[config.mk]
export PLATFORM = sky130hd
export DESIGN_NAME = fp_vector_logger
export DESIGN_NICKNAME = d
export VERILOG_FILES = /design/src/rtl/fp_vector_logger_pkg.sv /design/src/rtl/fp_vector_logger_fifo.sv /design/src/rtl/fp_vector_logger.sv
export SDC_FILE = /design/constraint.sdc
export NUM_CORES = 2
export LEC_CHECK = 0
export BUFFER_PORTS_ARGS = -buffer_cell sky130_fd_sc_hd__buf_2
export CAP_MARGIN = 20
export CORE_ASPECT_RATIO = 2
export CORE_UTILIZATION = 61
export CTS_CLUSTER_SIZE = 25
export DETAILED_ROUTE_END_ITERATION = 10
export PLACE_DENSITY = 0.79
export SLEW_MARGIN = 15
export SYNTH_ARGS = -nofsm -noshare
export SYNTH_HDL_FRONTEND = slang
export SYNTH_HIERARCHICAL = 1
export SYNTH_SLANG_ARGS = --single-unit
[constraint.sdc]
create_clock -name clock -period 17 [get_ports clock]
set_clock_uncertainty 0.05 [all_clocks]
set_input_delay 1.7 -clock clock [delete_from_list [all_inputs] [get_ports clock]]
set_output_delay 1.7 -clock clock [all_outputs]
set_load 0.1 [all_outputs]
[src/rtl/fp_vector_logger_pkg.sv]
// fp_wire: shared types for the fp_unit request/response bundles and for the
// test-vector logger that sits beside the unit.
//   fp_exe_in_type       request bundle driven into fp_unit
//   fp_exe_out_type      fp_unit response (result, flags, ready)
//   fp_vec_rec_type      156-bit vector record, fpu.dat field layout
//   fp_vec_inflight_type operands/opcode of an issued op awaiting its result
//   fp_vec_state_e       logger run state
package fp_wire;

    localparam int FP_VEC_REC_W = 156;
    localparam int FP_VEC_OPC_W = 10;

    // Opcode bit positions inside the record's 10-bit opcode field.
    localparam int FP_VEC_OPCODE_FMADD    = 0;
    localparam int FP_VEC_OPCODE_FADD     = 1;
    localparam int FP_VEC_OPCODE_FSUB     = 2;
    localparam int FP_VEC_OPCODE_FMUL     = 3;
    localparam int FP_VEC_OPCODE_FDIV     = 4;
    localparam int FP_VEC_OPCODE_FSQRT    = 5;
    localparam int FP_VEC_OPCODE_FCMP     = 6;
    localparam int FP_VEC_OPCODE_FCVT_I2F = 8;
    localparam int FP_VEC_OPCODE_FCVT_F2I = 9;

    typedef struct packed {
        logic       fmadd;
        logic       fadd;
        logic       fsub;
        logic       fmul;
        logic       fdiv;
        logic       fsqrt;
        logic       fcmp;
        logic       fcvt_i2f;
        logic       fcvt_f2i;
        logic [1:0] fcvt_op;
    } fp_operation_type;

    typedef struct packed {
        logic [31:0]      data1;
        logic [31:0]      data2;
        logic [31:0]      data3;
        fp_operation_type op;
        logic [2:0]       rm;
        logic             enable;
    } fp_exe_in_type;

    typedef struct packed {
        logic [31:0] result;
        logic [4:0]  flags;
        logic        ready;
    } fp_exe_out_type;

    // Field order top-down maps to bits [155:0].
    typedef struct packed {
        logic [31:0] data1;     // [155:124]
        logic [31:0] data2;     // [123:92]
        logic [31:0] data3;     // [91:60]
        logic [31:0] result;    // [59:28]
        logic [2:0]  pad_27_25;
        logic [4:0]  flags;     // [24:20]
        logic        pad_19;
        logic [2:0]  rm;        // [18:16]
        logic [1:0]  pad_15_14;
        logic [1:0]  op;        // [13:12]
        logic [1:0]  pad_11_10;
        logic [9:0]  opcode;    // [9:0]
    } fp_vec_rec_type;

    typedef struct packed {
        logic [31:0] data1;
        logic [31:0] data2;
        logic [31:0] data3;
        logic [2:0]  rm;
        logic [1:0]  op;
        logic [9:0]  opcode;
    } fp_vec_inflight_type;

    typedef enum logic {
        ST_RUN  = 1'b0,
        ST_HALT = 1'b1
    } fp_vec_state_e;

    function automatic logic [FP_VEC_OPC_W-1:0] fp_vec_opcode_of(input fp_operation_type op);
        logic [FP_VEC_OPC_W-1:0] opc;
        opc                         = '0;
        opc[FP_VEC_OPCODE_FMADD]    = op.fmadd;
        opc[FP_VEC_OPCODE_FADD]     = op.fadd;
        opc[FP_VEC_OPCODE_FSUB]     = op.fsub;
        opc[FP_VEC_OPCODE_FMUL]     = op.fmul;
        opc[FP_VEC_OPCODE_FDIV]     = op.fdiv;
        opc[FP_VEC_OPCODE_FSQRT]    = op.fsqrt;
        opc[FP_VEC_OPCODE_FCMP]     = op.fcmp;
        opc[FP_VEC_OPCODE_FCVT_I2F] = op.fcvt_i2f;
        opc[FP_VEC_OPCODE_FCVT_F2I] = op.fcvt_f2i;
        return opc;
    endfunction

endpackage

[src/rtl/fp_vector_logger_fifo.sv]
// fp_vec_fifo: synchronous FIFO with a registered head word.
//   clk_i, rst_ni   clock, asynchronous active-low reset
//   push_i, wdata_i write request and data (ignored when full without pop)
//   pop_i           remove head (ignored when empty)
//   head_o          registered copy of the oldest entry
//   empty_o, full_o registered occupancy flags
module fp_vec_fifo #(
    parameter int WIDTH = 32,
    parameter int DEPTH = 4
) (
    input  logic             clk_i,
    input  logic             rst_ni,
    input  logic             push_i,
    input  logic [WIDTH-1:0] wdata_i,
    input  logic             pop_i,
    output logic [WIDTH-1:0] head_o,
    output logic             empty_o,
    output logic             full_o
);

    localparam int AW = $clog2(DEPTH);

    logic [WIDTH-1:0] mem_q [DEPTH];
    logic [AW-1:0]    wptr_q, wptr_d;
    logic [AW-1:0]    rptr_q, rptr_d;
    logic [AW:0]      count_q, count_d, count_rem;
    logic [WIDTH-1:0] head_q, head_d;
    logic             empty_q, full_q;
    logic             push_eff, pop_eff;

    always_comb begin
        pop_eff   = pop_i & ~empty_q;
        push_eff  = push_i & (~full_q | pop_eff);
        rptr_d    = rptr_q + AW'(pop_eff);
        wptr_d    = wptr_q + AW'(push_eff);
        count_rem = count_q - (AW+1)'(pop_eff);
        count_d   = count_rem + (AW+1)'(push_eff);
        // Nothing left behind the popped word: the head comes straight from
        // the write port (or stays stale when idle). Otherwise it is the
        // already-stored entry at the new read pointer.
        if (count_rem == '0) begin
            head_d = push_eff ? wdata_i : head_q;
        end else begin
            head_d = mem_q[rptr_d];
        end
    end

    always_ff @(posedge clk_i) begin
        if (push_eff) begin
            mem_q[wptr_q] <= wdata_i;
        end
    end

    always_ff @(posedge clk_i or negedge rst_ni) begin
        if (!rst_ni) begin
            wptr_q  <= '0;
            rptr_q  <= '0;
            count_q <= '0;
            head_q  <= '0;
            empty_q <= 1'b1;
            full_q  <= 1'b0;
        end else begin
            wptr_q  <= wptr_d;
            rptr_q  <= rptr_d;
            count_q <= count_d;
            head_q  <= head_d;
            empty_q <= (count_d == '0);
            full_q  <= (count_d == (AW+1)'(DEPTH));
        end
    end

    assign head_o  = head_q;
    assign empty_o = empty_q;
    assign full_o  = full_q;

endmodule

[src/rtl/fp_vector_logger.sv]
// fp_vector_logger: captures each completed fp_unit operation as a 156-bit
// vector record. Issued operands wait in an in-flight FIFO; each unit ready
// pops the oldest, merges result/flags and queues the record for the sink.
//   clock, reset            clock, asynchronous active-low reset
//   fp_exe_i                request bundle seen by fp_unit
//   fp_exe_o                fp_unit response bundle
//   rec_data/valid/ready    record stream to the trace sink
//   err_overflow/drop/orphan sticky error flags (any one halts capture)
//   rec_count               records accepted by the sink, wraps
//   dbg_state               current run state
//
// Handshake: a record transfers on every rising edge where rec_valid and
// rec_ready are both 1. rec_valid never depends on rec_ready, and rec_data
// stays constant while rec_valid is 1 and rec_ready is 0.
module fp_vector_logger
    import fp_wire::*;
#(
    parameter int INFLIGHT_DEPTH = 8,
    parameter int OUT_DEPTH      = 4
) (
    input  logic                    clock,
    input  logic                    reset,
    input  fp_exe_in_type           fp_exe_i,
    input  fp_exe_out_type          fp_exe_o,
    output logic [FP_VEC_REC_W-1:0] rec_data,
    output logic                    rec_valid,
    input  logic                    rec_ready,
    output logic                    err_overflow,
    output logic                    err_drop,
    output logic                    err_orphan,
    output logic [31:0]             rec_count,
    output fp_vec_state_e           dbg_state
);

    localparam int IF_W = $bits(fp_vec_inflight_type);

    fp_vec_state_e       state_q, state_d;
    logic                err_overflow_q, err_overflow_d;
    logic                err_drop_q, err_drop_d;
    logic                err_orphan_q, err_orphan_d;
    logic [31:0]         rec_count_q, rec_count_d;

    logic                issue;
    logic                if_push, if_pop, if_empty, if_full;
    logic                out_push, out_pop, out_empty, out_full;
    logic [IF_W-1:0]     if_head_raw;
    logic [FP_VEC_REC_W-1:0] out_head_raw;
    fp_vec_inflight_type if_entry, if_head;
    fp_vec_rec_type      rec_w;

    assign if_head = fp_vec_inflight_type'(if_head_raw);

    always_comb begin
        if_entry        = '0;
        if_entry.data1  = fp_exe_i.data1;
        if_entry.data2  = fp_exe_i.data2;
        if_entry.data3  = fp_exe_i.data3;
        if_entry.rm     = fp_exe_i.rm;
        if_entry.op     = fp_exe_i.op.fcvt_op;
        if_entry.opcode = fp_vec_opcode_of(fp_exe_i.op);
    end

    always_comb begin
        rec_w        = '0;
        rec_w.data1  = if_head.data1;
        rec_w.data2  = if_head.data2;
        rec_w.data3  = if_head.data3;
        rec_w.result = fp_exe_o.result;
        rec_w.flags  = fp_exe_o.flags;
        rec_w.rm     = if_head.rm;
        rec_w.op     = if_head.op;
        rec_w.opcode = if_head.opcode;
    end

    // Run-state next-state and FIFO control. A ready always pairs with an
    // entry issued in an earlier cycle, so the empty check ignores any issue
    // arriving in the same cycle, while the full check credits the pop.
    always_comb begin
        state_d        = state_q;
        err_overflow_d = err_overflow_q;
        err_drop_d     = err_drop_q;
        err_orphan_d   = err_orphan_q;
        rec_count_d    = rec_count_q;
        if_push        = 1'b0;
        if_pop         = 1'b0;
        out_push       = 1'b0;
        issue          = fp_exe_i.enable & (|fp_vec_opcode_of(fp_exe_i.op));
        out_pop        = ~out_empty & rec_ready;

        if (out_pop) begin
            rec_count_d = rec_count_q + 32'd1;
        end

        case (state_q)
            ST_RUN: begin
                if (fp_exe_o.ready) begin
                    if (if_empty) begin
                        err_orphan_d = 1'b1;
                    end else begin
                        if_pop = 1'b1;
                        if (out_full && !out_pop) begin
                            err_drop_d = 1'b1;
                        end else begin
                            out_push = 1'b1;
                        end
                    end
                end
                if (issue) begin
                    if (if_full && !if_pop) begin
                        err_overflow_d = 1'b1;
                    end else begin
                        if_push = 1'b1;
                    end
                end
                if (err_orphan_d || err_drop_d || err_overflow_d) begin
                    state_d = ST_HALT;
                end
            end
            ST_HALT: begin
                state_d = ST_HALT;
            end
            default: begin
                state_d = ST_HALT;
            end
        endcase
    end

    always_ff @(posedge clock or negedge reset) begin
        if (!reset) begin
            state_q        <= ST_RUN;
            err_overflow_q <= 1'b0;
            err_drop_q     <= 1'b0;
            err_orphan_q   <= 1'b0;
            rec_count_q    <= '0;
        end else begin
            state_q        <= state_d;
            err_overflow_q <= err_overflow_d;
            err_drop_q     <= err_drop_d;
            err_orphan_q   <= err_orphan_d;
            rec_count_q    <= rec_count_d;
        end
    end

    fp_vec_fifo #(
        .WIDTH (IF_W),
        .DEPTH (INFLIGHT_DEPTH)
    ) u_inflight_fifo (
        .clk_i   (clock),
        .rst_ni  (reset),
        .push_i  (if_push),
        .wdata_i (IF_W'(if_entry)),
        .pop_i   (if_pop),
        .head_o  (if_head_raw),
        .empty_o (if_empty),
        .full_o  (if_full)
    );

    fp_vec_fifo #(
        .WIDTH (FP_VEC_REC_W),
        .DEPTH (OUT_DEPTH)
    ) u_out_fifo (
        .clk_i   (clock),
        .rst_ni  (reset),
        .push_i  (out_push),
        .wdata_i (FP_VEC_REC_W'(rec_w)),
        .pop_i   (out_pop),
        .head_o  (out_head_raw),
        .empty_o (out_empty),
        .full_o  (out_full)
    );

    assign rec_data     = out_head_raw;
    assign rec_valid    = ~out_empty;
    assign err_overflow = err_overflow_q;
    assign err_drop     = err_drop_q;
    assign err_orphan   = err_orphan_q;
    assign rec_count    = rec_count_q;
    assign dbg_state    = state_q;

endmodule
==> reports/qor.txt <==
======================================================================================
Startpoint Class                                                          primary input
Required time of the critical path                                            17.63 ns
Grt met1 use                                                                     33.5%
Final critical-path share of the clock period                                    29.7%
Number of iterations in the first detailed-routing pass                              6
Total global-route track usage                                                   27.4%
Number of buffers added to fix hold violations after cts                             0
Max-cap check violation count                                                        0
Finished Core Util                                                               68.8%
Final-layout fill cell count                                                     7,027
Combined area of the multi-input logic cells                                17,000 um2
Leading cell type in the layout, fill and taps excluded                       edfxtp_1
Worst path depth                                                                    10
Initial core utilization                                                         61.5%
Top delay family on crit path                                             buffers and inverters
Dominant synthesized flop cell                                                edfxtp_1
Input/output buffers                                                               344
Ordered cell list for the critical path                                   buf_2 -> or4_1 -> o41ai_1 -> nor3_1 -> o21ai_4 -> buf_4 -> buf_4 -> and2_1 -> a211oi_1 -> a31oi_1
Vias                                                                            35,500
RSZ-0062 raised after global routing                                             false
Number of buffer and inverter instances along the worst setup path                   3
Die width                                                                       244 um
Antenna-violating nets left                                                          0
Number of synthesis warnings                                                         6
Max Slew Vio Count                                                                   0
Via-to-Cell Ratio                                                                 6.40
GP Congestion                                                                    0.822
Ratio of cells with drive above 1 in the final layout                            33.4%
Status                                                                       completed
Overall power                                                                  12.3 mW
Largest incremental delay on the critical path                                 0.84 ns
Endpoint of the worst hold path                                           rec_count[31]$_DFFE_PN0P_
Number of post-CTS setup repair buffers                                              0
Cell at the root of the clock tree                                           clkbuf_16
Via count of the first global-routing pass                                      38,000
Critical Path Slowest Stage Cell                                               o41ai_1
Area occupied by registers                                                  53,500 um2
Number of flops mapped to enable cells by yosys                                  1,512
Met2 usage                                                                       48.3%
Num Clock Sinks                                                                  1,836
Clock-pin slew on the worst setup and hold paths                               0.07 ns
Worst Setup SP                                                            fp_exe_i[10]
Final Setup Violations                                                               0
Placement row count                                                                177
Worst skew pair latency                                                        0.78 ns
Max Buffers Root-to-Sink                                                             3
Number of remaining DRC errors                                                       0
Min-delay src                                                             rec_count[31]$_DFFE_PN0P_
Critical path start-end classification                                          in2reg
Class of the tightest hold or removal check                                    reg2reg
Arrival time of data at the critical path endpoint                             5.68 ns
Top-level port count                                                               345
Fin. Hold Viols                                                                      0
Deepest level of the CTS H-tree                                                      4
Post-synthesis register bit count                                                1,836
Most used cells in the layout excluding fill and tap cells                edfxtp_1, mux4_2, buf_2
DIE HEIGHT                                                                      486 um
Wire length of the first global-routing pass                                237,000 um
Area of the core region                                                    116,000 um2
Share of flip-flops with an asynchronous set or reset                            17.6%
DR iter-0 viols                                                                  3,153
Post-synthesis instance total                                                    3,469
Transition at the pin with the smallest max-transition slack                   1.17 ns
HPWL after DPL                                                               88,300 um
Largest net degree at the start of global routing                                  115
R2R Setup Slk                                                                 12.36 ns
Antenna violations before repair                                                    41
Worst Setup End Kind                                                         flip-flop
Final net count                                                                  4,050
Number of cells traversed by the worst register-to-register path                    11
Startpoint of the worst-slack reg-to-reg timing path                      u_out_fifo/empty_o$_DFF_PN1_
Leak                                                                           26.9 nW
Ratio of total power to cell area                                           154 nW/um2
Routing usage on met3                                                            5.46%
Headroom to the max-slew limit                                                   22.3%
Total Routed Length                                                         159,000 um
Share of the yosys chip area belonging to registers                              74.9%
TritonCTS Buffers                                                                  151
Quantity of gates resized following cts                                              0
Worst slack on hold paths                                                     0.431 ns
Crit Path Max Fanout                                                                67
Total Negative Setup Slacks                                                       0 ns
Capture point of the worst reg-to-reg path                                u_out_fifo/head_o[137]$_DFFE_PN0P_
CTS tree                                                                           yes
Avg WL per Cell                                                                28.6 um
Number of distinct standard cells referenced by the synthesized netlist             60
Worst-case vdd ir drop                                                      0.000209 V
Worst Hold Path Cells                                                                1
Post-synth design cell area                                                 71,400 um2
Layout Area Growth over Synthesis                                                11.9%
Most used cell along the critical path                                           buf_4
Die Outline Area                                                           119,000 um2
Period minus WS final                                                          5.05 ns
Mean Syn Cell Area                                                            20.6 um2
Upper clock frequency limit                                                    198 MHz
Global route hottest layer                                                        met2
Sum of overflow across all layers after global routing                               0
======================================================================================
==> cell type report <==
type | count | area share (%)
diodes | 14 | 0.0438
clock buffers | 213 | 5.35
clock inverters | 67 | 0.923
inverters | 18 | 0.108
multi-input cells | 1469 | 21.3
flip-flops and latches | 1836 | 66.9
well taps | 1521 | 2.38
repair buffers | 410 | 2.93
==> per-stage QoR <==
step	std cells	cell area, um2	setup WS, ns
2_1_floorplan	3517	71600	2.14
3_3_place_gp	5249	74800	10.78
3_5_place_dp	5250	74800	10.71
4_1_cts	5530	79800	11.52
5_1_grt	5538	79900	11.69
6_report	5548	79900	11.95
==> routing by layer <==
| metal | routed length [um] | share of wire, % |
|---|---|---|
| met5 | 241 | 0.15 |
| met4 | 5570 | 3.5 |
| met3 | 12000 | 7.6 |
| met2 | 83900 | 53 |
| met1 | 57000 | 36 |
==> how the worst max path moves through the flow <==
stage | to | slack [ns]
floorplan | u_inflight_fifo/mem_q[4][0]$_DFFE_PP_ | 2.14
global placement | u_inflight_fifo/head_o[103]$_DFFE_PN0P_ | 10.78
detailed placement | u_inflight_fifo/head_o[103]$_DFFE_PN0P_ | 10.71
CTS | u_inflight_fifo/head_o[87]$_DFFE_PN0P_ | 11.52
global route | u_inflight_fifo/head_o[102]$_DFFE_PN0P_ | 11.69
finish | u_inflight_fifo/head_o[70]$_DFFE_PN0P_ | 11.95
==> synth_stat cells, types with 2 or more instances <==
cell	count	share of area (%)
clkbuf_1	56	0.29
a21o_1	2	0.021
xor2_1	15	0.18
nor2b_1	2	0.018
mux4_2	377	12
and2_1	113	0.99
nor4_1	11	0.096
nand4_1	14	0.12
nand2_1	233	1.2
ha_1	12	0.21
inv_1	13	0.068
nand2b_1	4	0.035
mux2_4	10	0.21
a31oi_1	109	0.95
dfrtp_1	322	11
nor4b_1	2	0.025
edfxtp_1	1512	64
a211oi_1	52	0.55
or3_1	3	0.026
and3_1	7	0.061
mux2_2	222	3.5
buf_2	95	0.67
dfstp_2	2	0.074
buf_6	36	0.57
nor3_1	7	0.049
nor3b_1	4	0.042
inv_2	3	0.016
buf_4	6	0.063
nand3_1	16	0.11
xnor2_1	25	0.31
xnor2_2	2	0.046
mux2i_1	3	0.042
nor2_1	14	0.074
a211oi_2	57	1.0
mux2_1	82	1.3
o21ai_0	2	0.014
==> sequential cells by signal (all words and copies together) (netlist names), 3 cells and up <==
register                 count
u_inflight_fifo/rptr_q       3
u_inflight_fifo/mem_q      888
u_inflight_fifo/count_q      4
u_inflight_fifo/head_o     111
u_inflight_fifo/wptr_q       3
u_out_fifo/count_q           3
u_out_fifo/head_o          156
rec_count                   32
u_out_fifo/mem_q           624
==> power by group <==
group	total, mW	switching [mW]	internal, mW
combinational	3.59	2.41	1.18
sequential	5.23	0.153	5.08
clock	3.51	1.58	1.93
total	12.3	4.14	8.19
==> worst reg2reg max path: stages (launching register included) <==
cell and delay [ns]:
dfstp_2 0.61, nand2b_1 0.29, inv_1 0.13, nand2b_4 0.12, nor2_1 0.06, ha_1 0.20, xnor2_1 0.25, nand2_1 0.14
nor2_4 0.61, buf_4 0.72, buf_4 0.86, mux2_2 0.49
==> cells by family after synthesis <==
family / share of synthesized area [%]
compound gates: 2.62
fa+ha+maj: 0.210
simple gates: 3.07
mux: 16.9
xor+xnor: 0.574
other cells: 0.00525
buf+inv: 1.69
flops: 74.9
Note: power is estimated with default switching activity, not from simulation.
